<file path="config.mk">
export PLATFORM = sky130hd
export DESIGN_NAME = sync_fifo_flags
export DESIGN_NICKNAME = d
export VERILOG_FILES = /design/src/rtl/sync_fifo_flags.sv
export SDC_FILE = /design/constraint.sdc
export NUM_CORES = 1
export LEC_CHECK = 0
export BUFFER_PORTS_ARGS = -buffer_cell sky130_fd_sc_hd__clkbuf_2
export CAP_MARGIN = 30
export CORE_MARGIN = 1
export CORE_UTILIZATION = 50
export CTS_CLUSTER_DIAMETER = 150
export DETAILED_ROUTE_END_ITERATION = 10
export PLACE_DENSITY = 0.67
export SLEW_MARGIN = 10
export SYNTH_ARGS = -nofsm -noshare
export SYNTH_HDL_FRONTEND = slang
export SYNTH_SLANG_ARGS = --single-unit
export TNS_END_PERCENT = 50
</file>
<file path="constraint.sdc">
create_clock -name Clk -period 3.7 [get_ports Clk]
set_input_delay 0.185 -clock Clk [delete_from_list [all_inputs] [get_ports Clk]]
set_output_delay 0.185 -clock Clk [all_outputs]
set_load 0.01 [all_outputs]
</file>
<file path="src/rtl/sync_fifo_flags.sv">
// -----------------------------------------------------------------------------
// sync_fifo_flags
//
// Single-clock FIFO backed by a register array, with an occupancy count,
// programmable almost-full/almost-empty thresholds, one-cycle overflow and
// underflow error pulses, and a choice of standard (1-cycle read latency)
// or first-word-fall-through read behaviour.
//
// Ports
//   Clk             : clock, all state updates on the rising edge
//   Clear_in        : synchronous active-high reset / flush (highest priority)
//   Data_in         : write data
//   WriteEn_in      : write request, accepted when not full
//   Full_out        : count == FIFO_DEPTH
//   AlmostFull_out  : count >= ALMOST_FULL_THRESH
//   Overflow_out    : pulse, previous cycle had a write request while full
//   ReadEn_in       : read request (pop/acknowledge in FWFT mode)
//   Data_out        : read data
//   Valid_out       : standard mode: Data_out freshly popped;
//                     FWFT mode: ~Empty_out
//   Empty_out       : count == 0
//   AlmostEmpty_out : count <= ALMOST_EMPTY_THRESH
//   Underflow_out   : pulse, previous cycle had a read request while empty
//   Count_out       : current occupancy, 0..FIFO_DEPTH
// -----------------------------------------------------------------------------
module sync_fifo_flags #(
    parameter int DATA_WIDTH          = 8,
    parameter int ADDRESS_WIDTH       = 4,
    parameter int FIFO_DEPTH          = (1 << ADDRESS_WIDTH),
    parameter int ALMOST_FULL_THRESH  = FIFO_DEPTH - 2,
    parameter int ALMOST_EMPTY_THRESH = 2,
    parameter int FWFT                = 0
) (
    input  logic                     Clk,
    input  logic                     Clear_in,
    input  logic [DATA_WIDTH-1:0]    Data_in,
    input  logic                     WriteEn_in,
    output logic                     Full_out,
    output logic                     AlmostFull_out,
    output logic                     Overflow_out,
    input  logic                     ReadEn_in,
    output logic [DATA_WIDTH-1:0]    Data_out,
    output logic                     Valid_out,
    output logic                     Empty_out,
    output logic                     AlmostEmpty_out,
    output logic                     Underflow_out,
    output logic [ADDRESS_WIDTH:0]   Count_out
);

    localparam logic [ADDRESS_WIDTH:0] DEPTH_C = FIFO_DEPTH[ADDRESS_WIDTH:0];
    localparam logic [ADDRESS_WIDTH:0] AF_C    = ALMOST_FULL_THRESH[ADDRESS_WIDTH:0];
    localparam logic [ADDRESS_WIDTH:0] AE_C    = ALMOST_EMPTY_THRESH[ADDRESS_WIDTH:0];

    logic [DATA_WIDTH-1:0]    mem_q [FIFO_DEPTH];

    logic [ADDRESS_WIDTH-1:0] wr_ptr_q, wr_ptr_d;
    logic [ADDRESS_WIDTH-1:0] rd_ptr_q, rd_ptr_d;
    logic [ADDRESS_WIDTH:0]   count_q,  count_d;
    logic                     full_q,   full_d;
    logic                     afull_q,  afull_d;
    logic                     empty_q,  empty_d;
    logic                     aempty_q, aempty_d;
    logic                     ovf_q,    ovf_d;
    logic                     udf_q,    udf_d;
    logic                     valid_q,  valid_d;
    logic [DATA_WIDTH-1:0]    rdata_q,  rdata_d;

    logic                     wr_accept_s;
    logic                     rd_accept_s;
    logic [DATA_WIDTH-1:0]    head_s;

    // Accept decisions and next-state for pointers, count, flags and read data
    always_comb begin
        // Acceptance uses the registered flags, so there is no pass-through
        // on empty and no write slot freed by a same-cycle read on full.
        wr_accept_s = WriteEn_in & ~full_q;
        rd_accept_s = ReadEn_in  & ~empty_q;
        head_s      = mem_q[rd_ptr_q];

        wr_ptr_d = wr_ptr_q;
        rd_ptr_d = rd_ptr_q;
        count_d  = count_q;
        rdata_d  = rdata_q;

        if (wr_accept_s) begin
            wr_ptr_d = wr_ptr_q + {{(ADDRESS_WIDTH-1){1'b0}}, 1'b1};
        end else begin
            wr_ptr_d = wr_ptr_q;
        end

        if (rd_accept_s) begin
            rd_ptr_d = rd_ptr_q + {{(ADDRESS_WIDTH-1){1'b0}}, 1'b1};
            rdata_d  = head_s;
        end else begin
            rd_ptr_d = rd_ptr_q;
            rdata_d  = rdata_q;
        end

        case ({wr_accept_s, rd_accept_s})
            2'b10:   count_d = count_q + {{ADDRESS_WIDTH{1'b0}}, 1'b1};
            2'b01:   count_d = count_q - {{ADDRESS_WIDTH{1'b0}}, 1'b1};
            default: count_d = count_q;
        endcase

        // Flags come from the next count so they are exact right after the edge.
        full_d   = (count_d == DEPTH_C);
        afull_d  = (count_d >= AF_C);
        empty_d  = (count_d == {(ADDRESS_WIDTH+1){1'b0}});
        aempty_d = (count_d <= AE_C);

        ovf_d    = WriteEn_in & full_q;
        udf_d    = ReadEn_in  & empty_q;
        valid_d  = rd_accept_s;
    end

    // Control and status registers with synchronous clear
    always_ff @(posedge Clk) begin
        if (Clear_in) begin
            wr_ptr_q <= {ADDRESS_WIDTH{1'b0}};
            rd_ptr_q <= {ADDRESS_WIDTH{1'b0}};
            count_q  <= {(ADDRESS_WIDTH+1){1'b0}};
            full_q   <= 1'b0;
            afull_q  <= 1'b0;
            empty_q  <= 1'b1;
            aempty_q <= 1'b1;
            ovf_q    <= 1'b0;
            udf_q    <= 1'b0;
            valid_q  <= 1'b0;
            rdata_q  <= {DATA_WIDTH{1'b0}};
        end else begin
            wr_ptr_q <= wr_ptr_d;
            rd_ptr_q <= rd_ptr_d;
            count_q  <= count_d;
            full_q   <= full_d;
            afull_q  <= afull_d;
            empty_q  <= empty_d;
            aempty_q <= aempty_d;
            ovf_q    <= ovf_d;
            udf_q    <= udf_d;
            valid_q  <= valid_d;
            rdata_q  <= rdata_d;
        end
    end

    // Storage array; deliberately not cleared, a flush only resets pointers
    always_ff @(posedge Clk) begin
        if (wr_accept_s && !Clear_in) begin
            mem_q[wr_ptr_q] <= Data_in;
        end
    end

    // Output mapping; in FWFT mode the head word is shown while non-empty and
    // forced to zero when empty so the post-clear value is deterministic.
    always_comb begin
        if (FWFT != 0) begin
            Data_out  = empty_q ? {DATA_WIDTH{1'b0}} : head_s;
            Valid_out = ~empty_q;
        end else begin
            Data_out  = rdata_q;
            Valid_out = valid_q;
        end
        Full_out        = full_q;
        AlmostFull_out  = afull_q;
        Overflow_out    = ovf_q;
        Empty_out       = empty_q;
        AlmostEmpty_out = aempty_q;
        Underflow_out   = udf_q;
        Count_out       = count_q;
    end

endmodule

</file>
# Word-level counts from Yosys, hierarchy flattened
# Memory sizes are Yosys's and may differ from the RTL's. A register that Yosys moved wholly into a read port is not among the register bits.
# Cells that the tools add are included.
# op_classes
add_sub_neg	4
n_lt_le_gt_ge	2
eq_ne	3
n_mux	3
bitwise	6
reduce_logical	3
# op_table
op	n
$pmux 5 s2	1
$add 4x1->4 const B	2
$add 5x1->5 const B	1
$eq 5x5->1 const B	1
$ge 5x4->1 const B	1
$le 5x2->1 const B	1
$logic_not 5->1	1
$sub 5x1->5 const B	1
$and 1x1->1	4
$eq 2x1->1 const B	1
$eq 2x2->1 const B	1
$mux 1	2
$not 1->1	2
$logic_and 1x1->1	1
$logic_not 1->1	1
# word_totals
regBits	20
mem_bits_rw	128
in_bits	12
output_inout_bits	20
elab_cells	32
memories	1
# mem_list
name	depth	width	rd	rd_clocked_by_memory_dff	wr	line_no	source
mem_q	16	8	1	1	1	54	logic [DATA_WIDTH-1:0] mem_q [FIFO_DEPTH];

# Logic depth before layout (Yosys ltp)
# Gate-level depths: netlist (run 1).
# depth
ltp_word	5
ltp_mapped	11

# Worst setup path before layout (run 1)
# No wires, ideal clock.
# synth_timing
kind	register to register
startpoint	reg full_q, in the netlist Full_out
endpoint	reg aempty_q, in the netlist AlmostEmpty_out
setup_ns	0.116
t_arrival_ns	2.188
path_slack_ns	1.396
stages_incl_launch_ff	12
n_path_buf	1
period_less_slack_ns	2.304
path_cell_list	dfxtp_1 -> nor2b_1 -> buf_6 -> clkinv_2 -> nand2_2 -> xnor2_1 -> ha_1 -> nor3b_1 -> a31oi_1 -> a221oi_2 -> xnor2_1 -> a41o_1
# synth_between
elab_chain_cells	5
# synth_lines
element	line_no	source
from (decl)	59	logic full_q, full_d;
from (signal assigned)	134	full_q <= full_d;
$not 1->1 (*)	76	wr_accept_s = WriteEn_in & ~full_q;
$and 1x1->1 (*)	76	
$eq 2x1->1 or $eq 2x2->1 (tied branches)	99	case ({wr_accept_s, rd_accept_s})
$pmux 5 s2 (*)	99	
$le 5x2->1 (*)	109	aempty_d = (count_d <= AE_C);
to (signal assigned)	137	aempty_q <= aempty_d;
to (decl)	62	logic aempty_q, aempty_d;
# Mark *: on every way between the ends. The rest lies on a longest branch, timed or not.
# A chain may end at the register's enable or synchronous reset.

# Final worst setup path (run 1)
# layout_timing
startpoint	reg empty_q, in the netlist Empty_out
endpoint	reg afull_q, in the netlist AlmostFull_out
# layout_between
elab_chain_cells	5
# layout_lines
element	line_no	source
from (decl)	61	logic empty_q, empty_d;
from (signal assigned)	136	empty_q <= empty_d;
$not 1->1 (*)	77	rd_accept_s = ReadEn_in & ~empty_q;
$and 1x1->1 (*)	77	
$eq 2x1->1 or $eq 2x2->1 (tied branches)	99	
$pmux 5 s2 (*)	99	
$ge 5x4->1 (*)	107	afull_d = (count_d >= AF_C);
to (signal assigned)	135	afull_q <= afull_d;
to (decl)	60	logic afull_q, afull_d;
# Marked as above.

==> results of run 1 <==
registers in the layout, summed over array words and instances, names as in the netlist:
register and flops:
AlmostEmpty_out 1, AlmostFull_out 1, Count_out 5, Data_out 8, Empty_out 1, Full_out 1
Overflow_out 1, Underflow_out 1, Valid_out 1, mem_q 128, rd_ptr_q 4, wr_ptr_q 4
metal layers:
metal | wire (um) | global-route usage | share of wire | vias up
met4 | 202 | 0.0930 | 0.017 | 0
met1 | 5290 | 0.285 | 0.45 | 1598
met2 | 5630 | 0.298 | 0.48 | 89
met5 | 0 | 0 | 0 | -
met3 | 576 | 0.0499 | 0.049 | 14
li1 | - | - | - | 1499
per-stage QoR:
step	area, um^2	setup WS, ps	hold WS (ps)	std cells	total power, W
after CTS	7090	856	24.5	580	0.00444
final	7090	826	49.9	580	0.00441
after global routing	7090	622	51.3	580	0.00459
after detailed placement	6520	1030	465	549	0.00277
after global placement	6520	1150	468	549	0.00276
after floorplan	6230	1400	284	366	0.00262
Yosys cell counts (2+ instances only):
library cell    n  area share
xnor2_1         6      0.0084
edfxtp_1      128        0.62
dfxtp_1        28       0.090
nor2b_1         3      0.0030
nand2_1        12      0.0072
buf_2           2      0.0016
buf_6           5      0.0090
clkinv_2        2      0.0016
inv_1           7      0.0042
xor2_1          7      0.0098
mux4_2         32        0.12
nor3_1          7      0.0056
a22oi_1        16       0.019
o31ai_1         2      0.0024
and3_1          2      0.0020
o22ai_1         2      0.0020
a21oi_1        21       0.017
nor2_1         36       0.022
nand4_1         2      0.0020
nand2b_1        2      0.0020
ha_1            7       0.014
buf_1           7      0.0042
clkbuf_1        7      0.0042
cells by family after synthesis:
group / count (synthesis) / synth area share
flip-flops: 156 / 0.707
adder cells (fa/ha/maj): 7 / 0.0140
AO/OA/AOI/OAI: 51 / 0.0550
XOR/XNOR: 14 / 0.0219
buffers and inverters: 32 / 0.0269
AND/OR/NAND/NOR: 73 / 0.0584
multiplexers: 33 / 0.117
layout make-up:
| cell class | count | area share |
|---|---|---|
| Tap cell | 168 | 0.0296 |
| Inverter | 9 | 0.00511 |
| Clock inverter | 14 | 0.0208 |
| Timing Repair Buffer | 38 | 0.0293 |
| Clock buffer | 17 | 0.0600 |
| Sequential cell | 156 | 0.621 |
| Multi-Input combinational cell | 178 | 0.234 |
worst max path at each step:
stage	depth (start not counted)	start	endpoint	slack, ps
2_1_floorplan	11	Full_out	AlmostEmpty_out	1400
3_3_place_gp	10	Empty_out	AlmostFull_out	1150
3_5_place_dp	10	Empty_out	AlmostFull_out	1030
4_1_cts	10	Empty_out	AlmostFull_out	860
5_1_grt	10	Empty_out	AlmostFull_out	620
6_report	10	Empty_out	AlmostFull_out	830
worst reg2reg max path, stage by stage, from the launching register on:
cell,delay [ps]
dfxtp_1,350
nand2b_4,300
clkinv_2,190
nand2_2,140
xnor2_1,150
ha_1,330
nor3b_1,300
a31oi_1,160
a221oi_2,370
xnor2_1,280
o32ai_1,160
power by group through the flow:
stage / registers [W] / clock network [W] / logic, W
CTS: 0.00204 / 0.00170 / 0.000701
global placement: 0.00207 / 0 / 0.000690
global route: 0.00205 / 0.00177 / 0.000771
floorplan: 0.00207 / 0 / 0.000553
detailed placement: 0.00208 / 0 / 0.000695
finish: 0.00204 / 0.00167 / 0.000697
==> qor.csv, run 1 <==
metric,value,unit
Period minus WS final,2870,ps
antenna violations before repair,0,
worst path required time,3990,ps
gr usage total,0.202,
Crit path buffers/inverters,1,
R2R cell count,10,
Routed WL per cell,20.2,um
Pre-antenna DRT Iters,4,
critical path endpoint category,flop,
Critical-path top delay cell,a221oi_2,
fmax,348,MHz
layout net count,419,
# setup viols final,0,
TNS Setup,0,ps
crit start category,flop,
Inserted Clock Buffers,17,
Synth cell types,46,
Sequential Area,4410,um^2
Max transition margin,0.377,
"critical path, cell by cell","nand2b_4, clkinv_2, nand2_2, xnor2_1, ha_1, nor3b_1, a31oi_1, a221oi_2, xnor2_1, o32ai_1",
Resize count post-CTS,0,
"CP delay by family, top",simple AND/OR/NAND/NOR gates,
postcts setup bufs,0,
Critical R2R Launch,Empty_out,
register area share after synthesis,0.707,
ANT nets after route,0,
Min-Delay Path Class,in -> reg,
"Core Util, Final",0.588,
ant diodes,0,
WP data arrival,3160,ps
vias in the first global route,3129,
CP max FO,23,
Worst-Skew Late Latency,430,ps
root buf cell,clkbuf_16,
Die ar.,12900,um^2
syn avg cell area,17.0,um^2
Clock Path Buffers,2,
min-delay src,WriteEn_in,
mapped cell area,6230,um^2
skew final,9.82,ps
kind of critical path,reg -> reg,
total global routing overflow,0,
Max Slew Vio Count,0,
R2R Path End,AlmostFull_out,
Die X,114,um
RSZ-0062 raised after global routing,no,
Post-Route WL,11700,um
Cell Int Power,0.00328,W
PwrDens,622,nW/um^2
"FFs w/ async S/R, synth",0,
Worst R2R Setup Slack,830,ps
Post-synth EDFFs,128,
Comb pwr share,0.158,
"commonest non-fill, non-tap cell in the layout",edfxtp_1,
first-pass GRT wire length,18300,um
biggest cell delay along the critical path,370,ps
drt drc,0,
num rows,40,
GPL Wtd Cong,0.903,
CTS sink cnt,156,
Leak,2.37,nW
Hold EP,Overflow_out,
Vias/cell,5.52,
area of the multi-input gates,1660,um^2
Clk pwr share,0.379,
hold buffers post-CTS,0,
critical path's most frequent cell,xnor2_1,
IO Pins,32,
Max VDD drop,0.000362,V
area grow syn2layout,13.8,%
yosys warns,0,
final hold vios,0,
Syn Nets,385,
Post-DP HPWL,7280,um
Initial DRC Count,247,
Initial Utilization,0.517,
worst slew pin tran,931,ps
H-Tree Level Count,4,
Core Footprint,12100,um^2
share of post-route cells with drive strength above 1,0.267,
Sw Pwr,0.00113,W
vias after detailed routing,3200,
switching share of power,0.256,
clock slew at reported path FFs,70,ps
most frequent cells in the layout,"edfxtp_1, nor2_1, mux4_2",
CTS tree,done,
final-layout fill cell count,914,
Max Cap Viol,0,
outcome,"finished, final reports clean",
final cycle utilization of the critical path,0.777,
cell count after synthesis,366,
chip height,114,um
Reg power frac,0.463,
largest net degree at the start of global routing,36,
Port Buffer Count,31,
#FFs+latches synth,156,
hold path depth,2,
ys flop type,edfxtp_1,
Note: power is estimated with default switching activity, not from simulation.
==> run 2, diff against run 1 <==
--- a/config.mk
+++ b/config.mk
@@ -5,13 +5,14 @@
 export SDC_FILE = /design/constraint.sdc
 export NUM_CORES = 1
 export LEC_CHECK = 0
+export ABC_AREA = 1
 export BUFFER_PORTS_ARGS = -buffer_cell sky130_fd_sc_hd__clkbuf_2
 export CAP_MARGIN = 30
 export CORE_MARGIN = 1
 export CORE_UTILIZATION = 50
 export CTS_CLUSTER_DIAMETER = 150
 export DETAILED_ROUTE_END_ITERATION = 10
-export PLACE_DENSITY = 0.67
+export PLACE_DENSITY = 0.7
 export SLEW_MARGIN = 10
 export SYNTH_ARGS = -nofsm -noshare
 export SYNTH_HDL_FRONTEND = slang
==> constraint.sdc (replaced) <==
create_clock -name Clk -period 2.3 [get_ports Clk]
set_input_delay 0.115 -clock Clk [delete_from_list [all_inputs] [get_ports Clk]]
set_output_delay 0.115 -clock Clk [all_outputs]
set_load 0.01 [all_outputs]
==> run 2 against run 1 <==
Effect of this change:
- worst setup slack lost 400 ps
- count of clock-buffer cells in the layout is 11 higher
- sequential power is 57% higher
- global-route usage increased by 2.4 points
- final cell count increased by 33%
- design area rose by 2.7%
- sequential cell count did not move
- synthesized cell count rose by 49%
- clock power grew 50%
- fmax grew 53%
- clock skew hardly changed
- routed wire length up 16%
- largest power group unchanged
==> qor.csv, run 2 <==
metric,value,unit
Vias/cell,5.57,
num rows,40,
worst path required time,2660,ps
most frequent cells in the layout,"edfxtp_1, nor2_1, o21ai_0",
biggest cell delay along the critical path,480,ps
Max transition margin,0.480,
Initial DRC Count,582,
vias after detailed routing,4298,
layout net count,610,
Synth top cells by count,"edfxtp_1, nor2_1, o21ai_0",
"commonest non-fill, non-tap cell in the layout",edfxtp_1,
antenna violations before repair,0,
vias in the first global route,4231,
kind of critical path,reg -> reg,
Critical-path top delay cell,inv_2,
skew final,9.82,ps
#FFs+latches synth,156,
GPL Wtd Cong,0.803,
placed cell area,6730,um^2
"critical path, cell by cell","inv_2, o21ai_0, o22ai_1, nor2_1, o211ai_1, nand2_1, inv_1",
ys flop type,edfxtp_1,
Synth cell types,28,
H-Tree Level Count,4,
Synth area leaders,"edfxtp_1, dfxtp_1, nor2_1, o21ai_0, o221ai_1",
"area leader, netlist",edfxtp_1,
Inserted Clock Buffers,17,
"CP delay by family, top",compound AO/OA/AOI/OAI gates,
fin area,7290,um^2
register area share after synthesis,0.692,
"FFs w/ async S/R, synth",0,
hold path depth,1,
R2R cell count,7,
Core Footprint,12200,um^2
drt drc,0,
Post-DP HPWL,8820,um
Port Buffer Count,31,
Pre-antenna DRT Iters,6,
# setup viols final,0,
postcts setup bufs,0,
ANT nets after route,0,
Crit path buffers/inverters,2,
Period minus WS final,1870,ps
final hold vios,0,
Max Cap Viol,0,
WP data arrival,2230,ps
Min-Delay Path Class,in -> reg,
largest net degree at the start of global routing,67,
final-layout fill cell count,963,
worst slew pin tran,777,ps
CP max FO,33,
Routed WL per cell,17.7,um
Leak,2.63,nW
ant diodes,0,
critical path endpoint category,flop,
crit start category,flop,
Largest Register,mem_q,
CTS sink cnt,156,
area grow syn2layout,14.5,%
gr usage total,0.226,
Initial Utilization,0.521,
clock slew at reported path FFs,60,ps
final cycle utilization of the critical path,0.814,
max reg flops,128,
root buf cell,clkbuf_16,
Post-synth EDFFs,128,
total stage count of the critical path,7,
syn avg cell area,11.6,um^2
first-pass GRT wire length,21800,um
yosys warns,0,
chip height,115,um
Syn Nets,566,
Die X,115,um
mapped cell area,6370,um^2
cell count after synthesis,547,
outcome,"finished, final reports clean",
Die ar.,13200,um^2
top-count cell post-synth,edfxtp_1,
Max VDD drop,0.000497,V
Clock Path Buffers,2,
RSZ-0062 raised after global routing,no,
CTS tree,done,
Max Slew Vio Count,0,
Synth top area share,0.604,
total global routing overflow,0,
IO Pins,32,
TNS Setup,0,ps
fmax,534,MHz
PwrDens,891,nW/um^2
Worst-Skew Late Latency,420,ps
share of post-route cells with drive strength above 1,0.148,
Post-Route WL,13600,um
## run 2: cell types whose count changed in the layout (fill, tap and decap cells not counted), sizes merged, moves of 16 or more
| cell | change |
|---|---|
| inv | +23 |
| a22oi | -16 |
| o21ai | +77 |
| nand3 | +30 |
| o221ai | +24 |
| mux4 | -32 |
| nor2 | +72 |
| nand2 | +34 |
## run 2: through the flow
stage | hold WS [ps] | power, W | cells | setup WS, ps | utilization
5_1_grt | 138 | 0.00675 | 771 | 260 | 0.597
4_1_cts | 118 | 0.00652 | 771 | 449 | 0.597
2_1_floorplan | 199 | 0.00380 | 547 | 512 | -
3_3_place_gp | 359 | 0.00401 | 738 | 532 | 0.551
3_5_place_dp | 352 | 0.00404 | 738 | 471 | 0.551
6_report | 112 | 0.00649 | 771 | 428 | 0.597
## run 2: layout make-up
cell class	instances	area, um^2	share of cell area
flip-flops and latches	156	4410	0.605
clock inverters	3	16.3	0.00223
clock buffers	28	517	0.0709
multi-input cells	328	1670	0.229
well taps	168	210	0.0288
inverters	34	128	0.0175
repair buffers	54	345	0.0474
## run 2: worst paths after layout
path	start	endpoint	slack [ps]
max	rd_ptr_q[1]	Data_out[1]	430
min	Data_in[0]	mem_q[7][0]	110
max reg2reg	rd_ptr_q[1]	Data_out[1]	430
min reg2reg	Full_out	Overflow_out	450
## run 2: routing by layer
metal | track usage | part of all wire | vias up
met2 | 0.374 | 0.49 | 144
met3 | 0.0596 | 0.056 | 31
met5 | 0 | 0 | -
li1 | - | - | 2047
met4 | 0.110 | 0.027 | 0
met1 | 0.278 | 0.43 | 2076
## run 2: timing repair
action | CTS | global route
hold buffers | 2 | 0
endpoints found under the hold margin | 2 | 0
gates resized for setup | 0 | 0
## run 2: kinds of logic after synthesis
logic type / count (synthesis) / synth area share
simple gates: 199 / 0.134
xor+xnor: 1 / 0.00138
flops: 156 / 0.692
fa+ha+maj: 7 / 0.0138
compound gates: 121 / 0.113
buf+inv: 63 / 0.0466
## run 2: report_power, final
group | total [W] | internal [W] | switching, W
registers | 0.00320 | 0.00314 | 0.0000593
logic | 0.000798 | 0.000262 | 0.000536
clock network | 0.00250 | 0.00151 | 0.000985
==> run 3, diff against run 2 <==
--- a/config.mk
+++ b/config.mk
@@ -5,7 +5,7 @@
 export SDC_FILE = /design/constraint.sdc
 export NUM_CORES = 1
 export LEC_CHECK = 0
-export ABC_AREA = 1
+export ABC_AREA = 0
 export BUFFER_PORTS_ARGS = -buffer_cell sky130_fd_sc_hd__clkbuf_2
 export CAP_MARGIN = 30
 export CORE_MARGIN = 1
==> constraint.sdc (replaced) <==
create_clock -name Clk -period 1.6 [get_ports Clk]
set_input_delay 0.08 -clock Clk [delete_from_list [all_inputs] [get_ports Clk]]
set_output_delay 0.08 -clock Clk [all_outputs]
set_load 0.01 [all_outputs]
==> run 3 against run 2 <==
Effect of this change:
- the run now ends with setup timing left
- combinational power grew to 3.2 times the previous value
- design area up 13%
- largest power group unchanged
- power grew 75%
- critical endpoint is now AlmostEmpty_out
- worst setup slack lost 920 ps
- fmax shrank 11%
- sequential cell count is the same
- hold slack worse by 53 ps
==> qor.csv, run 3 (synthesized netlist as in run 1, its figures left out) <==
metric,value,unit
Die X,114,um
Min-Delay Path Class,in -> reg,
worst slew pin tran,905,ps
RSZ-0062 raised after global routing,yes,
Inserted Clock Buffers,17,
vias in the first global route,3414,
Core Footprint,12100,um^2
Pre-antenna DRT Iters,5,
clock slew at reported path FFs,60,ps
IO Pins,32,
hold_ws,59.2,ps
# setup viols final,111,
critical path endpoint category,flop,
Routed WL per cell,21.2,um
Post-DP HPWL,7970,um
Reg power frac,0.414,
gr usage total,0.220,
max reg flops,128,
Clk pwr share,0.364,
Max transition margin,0.394,
Leak,2.84,nW
met3 wire length,882,um
ant diodes,0,
WP data arrival,2410,ps
drt drc,0,
"commonest non-fill, non-tap cell in the layout",edfxtp_1,
switching share of power,0.263,
largest net degree at the start of global routing,32,
Die ar.,12900,um^2
fin area,8230,um^2
first-pass GRT wire length,19800,um
top sig layer,met4,
worst path required time,1920,ps
Period minus WS final,2090,ps
CTS tree,done,
final hold vios,0,
Initial DRC Count,357,
Max Slew Vio Count,0,
Largest Register,mem_q,
kind of critical path,reg -> reg,
fin worst setup slack,-494,ps
chip height,114,um
Post-Route WL,13600,um
"Core Util, Final",0.682,
Clock Path Buffers,2,
most frequent cells in the layout,"edfxtp_1, buf_4, mux4_2",
Max Cap Viol,0,
num rows,40,
H-Tree Level Count,4,
Initial Utilization,0.517,
final cycle utilization of the critical path,1.31,
fmax,477,MHz
antenna violations before repair,0,
share of post-route cells with drive strength above 1,0.463,
Worst R2R Setup Slack,-490,ps
area grow syn2layout,32.0,%
Sw Pwr,0.00299,W
ANT nets after route,0,
Cell Int Power,0.00837,W
CTS sink cnt,156,
crit start category,flop,
failing checks,setup timing,
skew final,9.39,ps
PwrDens,1380,nW/um^2
placed cell area,7050,um^2
root buf cell,clkbuf_16,
layout net count,479,
Comb pwr share,0.222,
total global routing overflow,0,
outcome,finished with violations,
Max VDD drop,0.000838,V
Met2 Wirelength,6780,um
GPL Wtd Cong,0.809,
Vias/cell,5.60,
CP max FO,5,
Port Buffer Count,31,
Worst-Skew Late Latency,420,ps
vias after detailed routing,3587,
Met1 Wirelength,5680,um
TNS Setup,-32840,ps
run 3: cell count changes in the layout (fill, tap and decap cells not counted), sizes merged, moves of 16 or more:
cell | previous run | this run
o21ai | 77 | 0
mux4 | 0 | 32
o221ai | 24 | 0
nor2 | 108 | 36
nand3 | 30 | 0
buf | 21 | 64
inv | 32 | 11
a22oi | 0 | 16
nand2 | 47 | 13
run 3: through the flow:
step / setup WS [ps] / total power [W] / instances
after floorplan: -569 / 0.00624 / 366
final: -494 / 0.0114 / 641
after CTS: -468 / 0.0111 / 627
after global routing: -590 / 0.0118 / 641
after detailed placement: -606 / 0.00680 / 587
after global placement: -571 / 0.00677 / 587
run 3: power groups by stage:
stage / clock network [W] / registers, W / logic, W
after floorplan: 0 / 0.00479 / 0.00145
after global placement: 0 / 0.00476 / 0.00201
after detailed placement: 0 / 0.00477 / 0.00204
after CTS: 0.00418 / 0.00470 / 0.00219
after global routing: 0.00437 / 0.00472 / 0.00268
final: 0.00413 / 0.00471 / 0.00252
run 3: what timing repair did:
action                                  CTS  global route
hold endpoints to repair                  5             0
endpoints found under the setup margin  112           119
gates resized for setup                  44            27
cloned                                    0             1
buffers inserted                          6            13
hold buffers                              2             0
pin swaps                                12            13
run 3: routing by layer:
layer | global-route usage | vias to the layer above
met5 | 0 | -
li1 | - | 1622
met3 | 0.0611 | 22
met4 | 0.0939 | 0
met1 | 0.301 | 1819
met2 | 0.333 | 124
run 3: cell type report:
type	count	area, um^2
Tap cell	168	210
Clock inverter	14	184
Clock buffer	18	429
Timing Repair Buffer	98	932
Fill cell	773	3830
Inverter	9	43.8
Sequential cell	156	4410
Multi-Input combinational cell	178	2020
run 3: final timing paths:
check         startpoint              end  cells after the start
max reg2reg     Full_out  AlmostEmpty_out                     11
max             Full_out  AlmostEmpty_out                     11
min           WriteEn_in     Overflow_out                      3
min reg2reg  Data_out[0]      Data_out[0]                      2
run 3: worst max-delay path: stages, from the launching register on:
cell and delay, ps:
dfxtp_2 340, nor2b_4 160, clkinv_4 90, nand2_4 90
xnor2_4 120, ha_4 190, and3_4 190, o22ai_2 70
a221oi_2 270, buf_4 180, xnor2_4 90, a41o_1 210
